File: src/rtl/regarb_pkg.sv
`default_nettype none
// ============================================================================
// Module   : regarb_pkg
// Brief    : Shared widths, requester count and requester-index type for the
//            register-port arbiter.
// Revision : 1.0
// ============================================================================
package regarb_pkg;
    localparam int DATA_W_DEF = 16;
    localparam int SEL_W_DEF  = 3;
    localparam int NREQ       = 2;

    typedef logic [0:0] req_idx_t;

    // A two-requester one-hot grant maps to its index by its upper bit.
    function automatic req_idx_t onehot2idx(input logic [NREQ-1:0] oh);
        return req_idx_t'(oh[1]);
    endfunction
endpackage
`default_nettype wire

File: src/rtl/reg_port_arbiter_rr_arb2.sv
`default_nettype none
// ============================================================================
// Module   : rr_arb2
// Brief    : Two-way round-robin arbiter with combinational grant and a
//            registered priority pointer.
// Revision : 1.0
// ============================================================================
module rr_arb2 (
    input  logic       clk,
    input  logic       rst,
    input  logic [1:0] req,
    output logic [1:0] gnt
);
    logic r_ptr;

    always_comb begin
        gnt = 2'b00;
        if (!rst) begin
            if (req == 2'b11) gnt = r_ptr ? 2'b10 : 2'b01;
            else              gnt = req;
        end
    end

    // Priority passes to whichever requester was not just served.
    always_ff @(posedge clk) begin
        if (rst)         r_ptr <= 1'b0;
        else if (gnt[0]) r_ptr <= 1'b1;
        else if (gnt[1]) r_ptr <= 1'b0;
    end
endmodule
`default_nettype wire

File: src/rtl/reg_port_arbiter.sv
`default_nettype none
// ============================================================================
// Module   : reg_port_arbiter
// Brief    : Two-requester write/read port arbiter in front of a register
//            file. Define REGARB_BYPASS_EN for same-cycle write-to-read
//            forwarding.
// Revision : 1.0
// ============================================================================
module reg_port_arbiter
    import regarb_pkg::*;
#(
    parameter int DATA_W = DATA_W_DEF,
    parameter int SEL_W  = SEL_W_DEF
) (
    input  logic                 clk,
    input  logic                 rst,
    input  logic [NREQ-1:0]      wr_req,
    input  logic [2*SEL_W-1:0]   wr_sel,
    input  logic [2*DATA_W-1:0]  wr_data,
    output logic [NREQ-1:0]      wr_gnt,
    input  logic [NREQ-1:0]      rd_req,
    input  logic [2*SEL_W-1:0]   rd_sel,
    output logic [NREQ-1:0]      rd_gnt,
    output logic [NREQ-1:0]      rd_valid,
    output logic [DATA_W-1:0]    rd_data,
    output logic                 rf_we,
    output logic [SEL_W-1:0]     rf_sel_in,
    output logic [DATA_W-1:0]    rf_data_in,
    output logic                 rf_oe,
    output logic [SEL_W-1:0]     rf_sel_out,
    input  logic [DATA_W-1:0]    rf_data_out
);
    req_idx_t              w_wr_idx;
    req_idx_t              w_rd_idx;
    logic [SEL_W-1:0]      w_wr_sel;
    logic [DATA_W-1:0]     w_wr_data;
    logic [SEL_W-1:0]      w_rd_sel;
    logic [DATA_W-1:0]     w_rd_src;

    logic                  r_we;
    logic [SEL_W-1:0]      r_wsel;
    logic [DATA_W-1:0]     r_wdata;
    logic                  r_oe;
    logic [SEL_W-1:0]      r_rsel;
    logic [NREQ-1:0]       r_rd_p1;
    logic [NREQ-1:0]       r_rd_valid;
    logic [DATA_W-1:0]     r_rd_data;

    rr_arb2 u_wr_arb (.clk(clk), .rst(rst), .req(wr_req), .gnt(wr_gnt));
    rr_arb2 u_rd_arb (.clk(clk), .rst(rst), .req(rd_req), .gnt(rd_gnt));

    assign w_wr_idx  = onehot2idx(wr_gnt);
    assign w_rd_idx  = onehot2idx(rd_gnt);
    assign w_wr_sel  = w_wr_idx[0] ? wr_sel[2*SEL_W-1:SEL_W]    : wr_sel[SEL_W-1:0];
    assign w_wr_data = w_wr_idx[0] ? wr_data[2*DATA_W-1:DATA_W] : wr_data[DATA_W-1:0];
    assign w_rd_sel  = w_rd_idx[0] ? rd_sel[2*SEL_W-1:SEL_W]    : rd_sel[SEL_W-1:0];

`ifdef REGARB_BYPASS_EN
    // The register file only updates at the end of this cycle, so a read
    // issued alongside a same-index write takes the write data directly.
    assign w_rd_src = (r_we && (r_wsel == r_rsel)) ? r_wdata : rf_data_out;
`else
    assign w_rd_src = rf_data_out;
`endif

    always_ff @(posedge clk) begin
        if (rst) begin
            r_we       <= 1'b0;
            r_wsel     <= '0;
            r_wdata    <= '0;
            r_oe       <= 1'b0;
            r_rsel     <= '0;
            r_rd_p1    <= '0;
            r_rd_valid <= '0;
            r_rd_data  <= '0;
        end else begin
            r_we <= |wr_gnt;
            if (|wr_gnt) begin
                r_wsel  <= w_wr_sel;
                r_wdata <= w_wr_data;
            end
            r_oe <= |rd_gnt;
            if (|rd_gnt) r_rsel <= w_rd_sel;
            r_rd_p1    <= rd_gnt;
            r_rd_valid <= r_rd_p1;
            // Capture only while rf_oe is high so a floating bus never lands here.
            r_rd_data  <= (|r_rd_p1) ? w_rd_src : '0;
        end
    end

    assign rf_we      = r_we;
    assign rf_sel_in  = r_wsel;
    assign rf_data_in = r_wdata;
    assign rf_oe      = r_oe;
    assign rf_sel_out = r_rsel;
    assign rd_valid   = rst ? '0 : r_rd_valid;
    assign rd_data    = (rst || (r_rd_valid == '0)) ? '0 : r_rd_data;
endmodule
`default_nettype wire

File: config.mk
export PLATFORM = sky130hd
export DESIGN_NAME = reg_port_arbiter
export DESIGN_NICKNAME = d
export VERILOG_FILES = /design/src/rtl/regarb_pkg.sv /design/src/rtl/reg_port_arbiter_rr_arb2.sv /design/src/rtl/reg_port_arbiter.sv
export SDC_FILE = /design/constraint.sdc
export NUM_CORES = 1
export LEC_CHECK = 0
export CAP_MARGIN = 0
export CORE_ASPECT_RATIO = 1.4
export CORE_MARGIN = 5
export CORE_UTILIZATION = 25
export CTS_BUF_LIST = sky130_fd_sc_hd__clkbuf_16
export CTS_CLUSTER_SIZE = 25
export DETAILED_ROUTE_END_ITERATION = 6
export PLACE_DENSITY = 0.6
export SYNTH_ARGS = -nofsm -noshare
export SYNTH_HDL_FRONTEND = slang
export SYNTH_SLANG_ARGS = --single-unit
File: constraint.sdc
create_clock -name clk -period 1.41 [get_ports clk]
set_input_delay 0.282 -clock clk [delete_from_list [all_inputs] [get_ports clk]]
set_output_delay 0.282 -clock clk [all_outputs]
set_load 0.01 [all_outputs]
==> impl_results.md, run 1 <==
- CTS tree: done
- Slew Limit Fails: 0
- Synth Area in Simple Gates: 0.194
- Vias post-DR: 1,857
- Largest family of logic cells by synthesized area: compound AO/OA/AOI/OAI gates
- Crit-path slowest cell: dfxtp_2
- Crit share post-route: 1.05
- Commonest cells after routing, fill and taps aside: clkdlybuf4s50_1, dfxtp_1, dlygate4sd2_1, inv_1
- Min-Delay Path Class: in -> reg
- Total track usage: 0.121
- Full die area: 9500 um2
- Die X: 83.8 um
- Final min period: 1.47 ns
- Number of routed nets with antenna violations: 0
- Crit path max fanout: 8
- CTS Buf Count: 5
- Synth Instances: 193
- Setup-failing EPs final: 16
- GP Congestion: 0.764
- Hold buffers post-CTS: 0
- Layout area overhead: 79.5%
- Slew HR: 0.672
- Area share of the largest cell type after synthesis: 0.483
- Clk root buf: clkbuf_16
- Congestion Overflow GR: 0
- Clk sinks: 46
- Max Clk Rate: 678 MHz
- Critical path type: reg -> out
- Most common cell after layout, fill and taps aside: clkdlybuf4s50_1
- H-tree depth: 2
- Area leader, netlist: dfxtp_1
- Layout Nets: 385
- Seq/Total Area, Yosys: 0.483
- Max stage delay on crit path: 0.33 ns
- Compound-gate portion of the synthesized area: 0.228
- Skew final: 0.00266 ns
- Failing checks: negative setup slack
- Pwr dens: 961 nW/um2
- # rows: 37
- Max cap viols: 0
- Largest net degree at the start of global routing: 20
- Reg clk slew, reported paths: 0.06 ns
- Synth Area per Inst: 9.88 um2
- Initial antenna violation count: 0
- Outcome: complete, but fails checks
- #FFs+latches synth: 46
- Slew @ Worst Pin: 0.492 ns
- Post-synthesis xor/xnor area fraction: 0
- Fin worst setup slack: -0.0648 ns
- Adder-Cell Fraction of Synth Area: 0
- Die Y: 113 um
- Worst VDD drop: 0.516 mV
- Max Root-Sink Buffers: 2
- DR WL/cell: 14.3 um
- Core area: 7410 um2
- Synth area leaders: dfxtp_1, and2_1, a221o_1
- Crit path launch type: register
- Worst Hold Slack: 0.455 ns
- WP data required: 1.13 ns
- Share of cells above drive strength 1: 0.259
- Synth warn: 0
- Initial core utilization: 0.257
- Antenna fix cells: 0
- Delay-heaviest family, CP: simple AND/OR/NAND/NOR gates
- Lkg Pwr: 0.00155 uW
- Mux cell area share after synthesis: 0
- Clk_lat worst skew: 0.28 ns
- Io pins: 112
- Vias/cell: 4.45
- Vias in the first global route: 1,820
- First-pass GRT wire length: 9.25 mm
- Router iterations before antenna repair: 4
- Crit path DAT: 1.19 ns
- Setup WS pre-CTS: -0.725 ns
- Final wirelength: 5.98 mm
- Netlist cell types: 22
- Hold Fails Final Rpt: 0
- DR DRC count: 0
- RSZ-0062 raised after global routing: yes
- Synthesized net count: 259
- Initial DRC Count: 38
- IO buf count: 111
- Cell chain of the critical path: nor2_4, nor2_4, buf_6, and2_4, buf_6
- Crit end category: primary output
- Post-DP HPWL: 4.43 mm
- Worst Path Buf+Inv: 2
- Area of the mapped netlist: 1910 um2
per-layer routing:
layer	GRT usage	vias to the layer above	part of all wire
li1	-	936	-
met1	0.143	832	0.42
met4	0.0418	0	0.019
met2	0.208	78	0.49
met3	0.0350	11	0.069
met5	0	-	0
registers in the layout, summed over array words and instances, names as in the netlist, 2 cells and up:
name and flops:
r_rd_data 16, r_rd_p1 2, r_rd_valid 2, rf_data_in 16, rf_sel_in 3, rf_sel_out 3
synth_stat cells (all sizes together):
master   number
a21oi         2
nor2         12
and3b         1
a211oi        3
or2           1
inv          24
dfxtp        46
nor3          7
clkbuf        8
a2111oi      22
and2         32
nor2b         5
a221o        19
buf           8
nand2b        3
timing repair:
action | CTS | global route
pin swaps | 20 | 5
hold endpoints to repair | 0 | 0
setup buffers | 1 | 0
gates cloned | 1 | 0
gates resized for setup | 138 | 23
endpoints found under the setup margin | 84 | 36
final cells by class:
| class | count | area [um2] |
|---|---|---|
| timing repair buffer | 135 | 1250 |
| inverter | 24 | 90.1 |
| clock inverter | 3 | 37.5 |
| fill | 726 | 3990 |
| tap | 97 | 121 |
| clock buffer | 5 | 125 |
| multi-input combinational | 107 | 870 |
| sequential | 46 | 928 |
logic make-up (layout without fill, tap and decap cells):
kind of cell,after synthesis,count (layout)
AO/OA/AOI/OAI,46,46
buffers and inverters,40,167
flip-flops,46,46
AND/OR/NAND/NOR,61,61
report_power, final:
part	leakage [uW]	internal, uW	switching, uW
Combinational	0.00108	352	230
Clock	0.0000864	823	462
Sequential	0.000381	1380	39.7
per-stage QoR:
step,utilization,total power [uW],instances,setup TNS [ns],area [um2]
after global placement,0.434,2060,407,-36.39,3210
after detailed placement,0.434,2060,407,-37.54,3210
final,0.462,3290,417,-0.785,3420
after global routing,0.462,3440,417,-1.65,3420
after CTS,0.451,3340,417,-1.54,3340
after floorplan,-,1660,193,0,1910
final timing paths:
check,from,endpoint,slack [ns],cells past startpoint
max,r_rd_valid[1],rd_data[2],-0.06,5
min,wr_req[0],u_wr_arb.r_ptr,0.46,3
max reg2reg,u_wr_arb.r_ptr,rf_data_in[1],0.08,4
min reg2reg,r_rd_p1[1],r_rd_valid[1],0.46,1
tightest hold or removal path, stage by stage:
cell	delay, ns
dlygate4sd2_1	0.28
nand2b_4	0.08
a21oi_1	0.05
(Power assumes the default switching activity.)
==> run 2: changes to the inputs <==
==> constraint.sdc (replaced) <==
create_clock -name clk -period 1.41 [get_ports clk]
set_input_delay 0.2115 -clock clk [delete_from_list [all_inputs] [get_ports clk]]
set_output_delay 0.2115 -clock clk [all_outputs]
set_load 0.01 [all_outputs]
==> run 2 against run 1 <==
  * The run still ends with negative setup slack left
  * Core utilization is 1.1 points higher
  * Register-to-register slack hardly changed
  * Flip-flop and latch count stayed put
  * Via count is 1.7% higher
  * Clock power is 14% lower
  * Sequential share of layout area is 0.63 points lower
  * Sequential power hardly changed
  * First-iteration DRC count is 5.3% higher
  * Critical endpoint is now rd_data[9]
  * Largest power group unchanged
==> impl_results.md, run 2 (same netlist as run 1, synthesis figures left out) <==
- Reg power frac: 0.453
- Fillers: 727
- Max stage delay on crit path: 0.35 ns
- Commonest cells after routing, fill and taps aside: clkdlybuf4s50_1, dfxtp_1, inv_1, buf_4
- Combinational share of power: 0.198
- Max Clk Rate: 708 MHz
- Number of routed nets with antenna violations: 0
- CTS Buf Count: 5
- Full die area: 9500 um2
- Crit path max fanout: 8
- Pwr dens: 898 nW/um2
- Min-Delay Path Class: in -> reg
- Final wirelength: 6.10 mm
- Core area: 7410 um2
- Die X: 83.8 um
- Vias in the first global route: 1,869
- Initial antenna violation count: 0
- Outcome: complete, but fails checks
- Fin worst setup slack: -0.00333 ns
- DR WL/cell: 14.5 um
- Max Root-Sink Buffers: 2
- Slew @ Worst Pin: 0.484 ns
- Clk sinks: 46
- Crit share post-route: 1.00
- Switching Share: 0.233
- Total track usage: 0.123
- Io pins: 112
- Final min period: 1.41 ns
- Post-DP HPWL: 4.46 mm
- RSZ-0062 raised after global routing: yes
- Crit path launch type: register
- Internal Power: 2410 uW
- CTS tree: done
- Setup-failing EPs final: 1
- Crit end category: primary output
- Clk root buf: clkbuf_16
- Failing checks: negative setup slack
- Lkg Pwr: 0.00170 uW
- Slew Limit Fails: 0
- Layout area overhead: 83.7%
- Clk pwr share: 0.350
- Worst Hold Slack: 0.381 ns
- Hold Fails Final Rpt: 0
- Congestion Overflow GR: 0
- Setup WS pre-CTS: -0.594 ns
- Critical path type: reg -> out
- Router iterations before antenna repair: 4
- Vias post-DR: 1,888
- Switching Power: 733 uW
- DR DRC count: 0
- First-pass GRT wire length: 9.31 mm
- Cell chain of the critical path: nor2_4, nor2_4, buf_6, and2_1, buf_2
- Most common cell after layout, fill and taps aside: clkdlybuf4s50_1
- WP data required: 1.20 ns
- Crit path DAT: 1.20 ns
- Hold buffers post-CTS: 0
- Initial core utilization: 0.257
- Layout Nets: 389
- Reg clk slew, reported paths: 0.06 ns
- Slew HR: 0.677
- IO buf count: 111
- Vias/cell: 4.47
- Max cap viols: 0
- Crit-path slowest cell: dfxtp_2
- Die Y: 113 um
- Skew final: 0.00541 ns
- Share of cells above drive strength 1: 0.256
- Delay-heaviest family, CP: flip-flops
- H-tree depth: 2
- # rows: 37
- Worst Path Buf+Inv: 2
- Clk_lat worst skew: 0.28 ns
- GP Congestion: 0.768
- Initial DRC Count: 40
- Most frequent CP cell: nor2_4
- Largest net degree at the start of global routing: 20
- Worst VDD drop: 0.492 mV
==> run 2: cell types whose count changed in the layout (fill, tap and decap cells not counted), moves of 3 or more <==
cell             before  now
dlymetal6s2s_1        0   15
buf_4                20   23
clkdlybuf4s50_1      60   70
dlygate4sd2_1        29    5
==> run 2: power groups by stage <==
stage,registers [uW],logic [uW],clock network [uW]
floorplan,1470,194,0
global placement,1450,609,0
detailed placement,1450,615,0
CTS,1430,626,1140
global route,1430,668,1190
finish,1420,622,1100
==> run 2: through the flow <==
step                area (um2)  cells  utilization  TNS (ns)  total power, uW
floorplan                 1910    193            -         0             1660
global placement          3220    408        0.435    -29.96             2060
detailed placement        3220    408        0.435    -30.80             2060
CTS                       3390    418        0.457    -0.662             3190
global route              3500    421        0.473    -0.577             3290
finish                    3500    422        0.473  -0.00333             3150
==> run 2: cell type report <==
| cell class | instances | area [um2] | share of cell area |
|---|---|---|---|
| inverters | 24 | 90.1 | 0.0257 |
| repair buffers | 139 | 1360 | 0.389 |
| clock inverters | 3 | 12.5 | 0.00357 |
| well taps | 97 | 121 | 0.0346 |
| diodes | 1 | 2.50 | 0.000714 |
| multi-input cells | 107 | 861 | 0.246 |
| flip-flops and latches | 46 | 928 | 0.265 |
| clock buffers | 5 | 125 | 0.0357 |
==> run 2: what timing repair did <==
action | 4_1_cts | 5_1_grt
setup buffers | 1 | 3
cloned | 1 | 0
pin swaps | 19 | 3
resized for setup | 116 | 31
setup endpoints to repair | 60 | 37
==> run 2: path summary, 6_finish.rpt <==
check                 startpoint             end  slack [ns]  cells after the start
setup reg to reg  u_wr_arb.r_ptr  rf_data_in[15]        0.09                      4
setup / recovery   r_rd_valid[1]      rd_data[9]      -0.003                      5
hold / removal         wr_req[0]  u_wr_arb.r_ptr        0.38                      3
hold reg to reg       r_rd_p1[0]   r_rd_valid[0]        0.46                      1
==> run 2: routing by layer <==
layer	global-route usage	share of wire	vias to the layer above
met4	0.0440	0.027	0
met1	0.150	0.43	851
met5	0	0	-
met2	0.203	0.48	76
li1	-	-	948
met3	0.0393	0.061	13
==> run 2: tightest hold or removal path, delay by kind of cell <==
kind	cells	cell delay (ns)
AOI/OAI and AO/OA	1	0.06
buffers and inverters	1	0.25
and+or+nand+nor	1	0.09
==> run 3: changes to the inputs <==
--- a/config.mk
+++ b/config.mk
@@ -10,7 +10,7 @@
 export CORE_MARGIN = 5
 export CORE_UTILIZATION = 25
 export CTS_BUF_LIST = sky130_fd_sc_hd__clkbuf_16
-export CTS_CLUSTER_SIZE = 25
+export CTS_CLUSTER_SIZE = 14
 export DETAILED_ROUTE_END_ITERATION = 6
 export PLACE_DENSITY = 0.6
 export SYNTH_ARGS = -nofsm -noshare
==> results of run 3 <==
The final DEF is identical to that of run 2; final timing and power are the same.
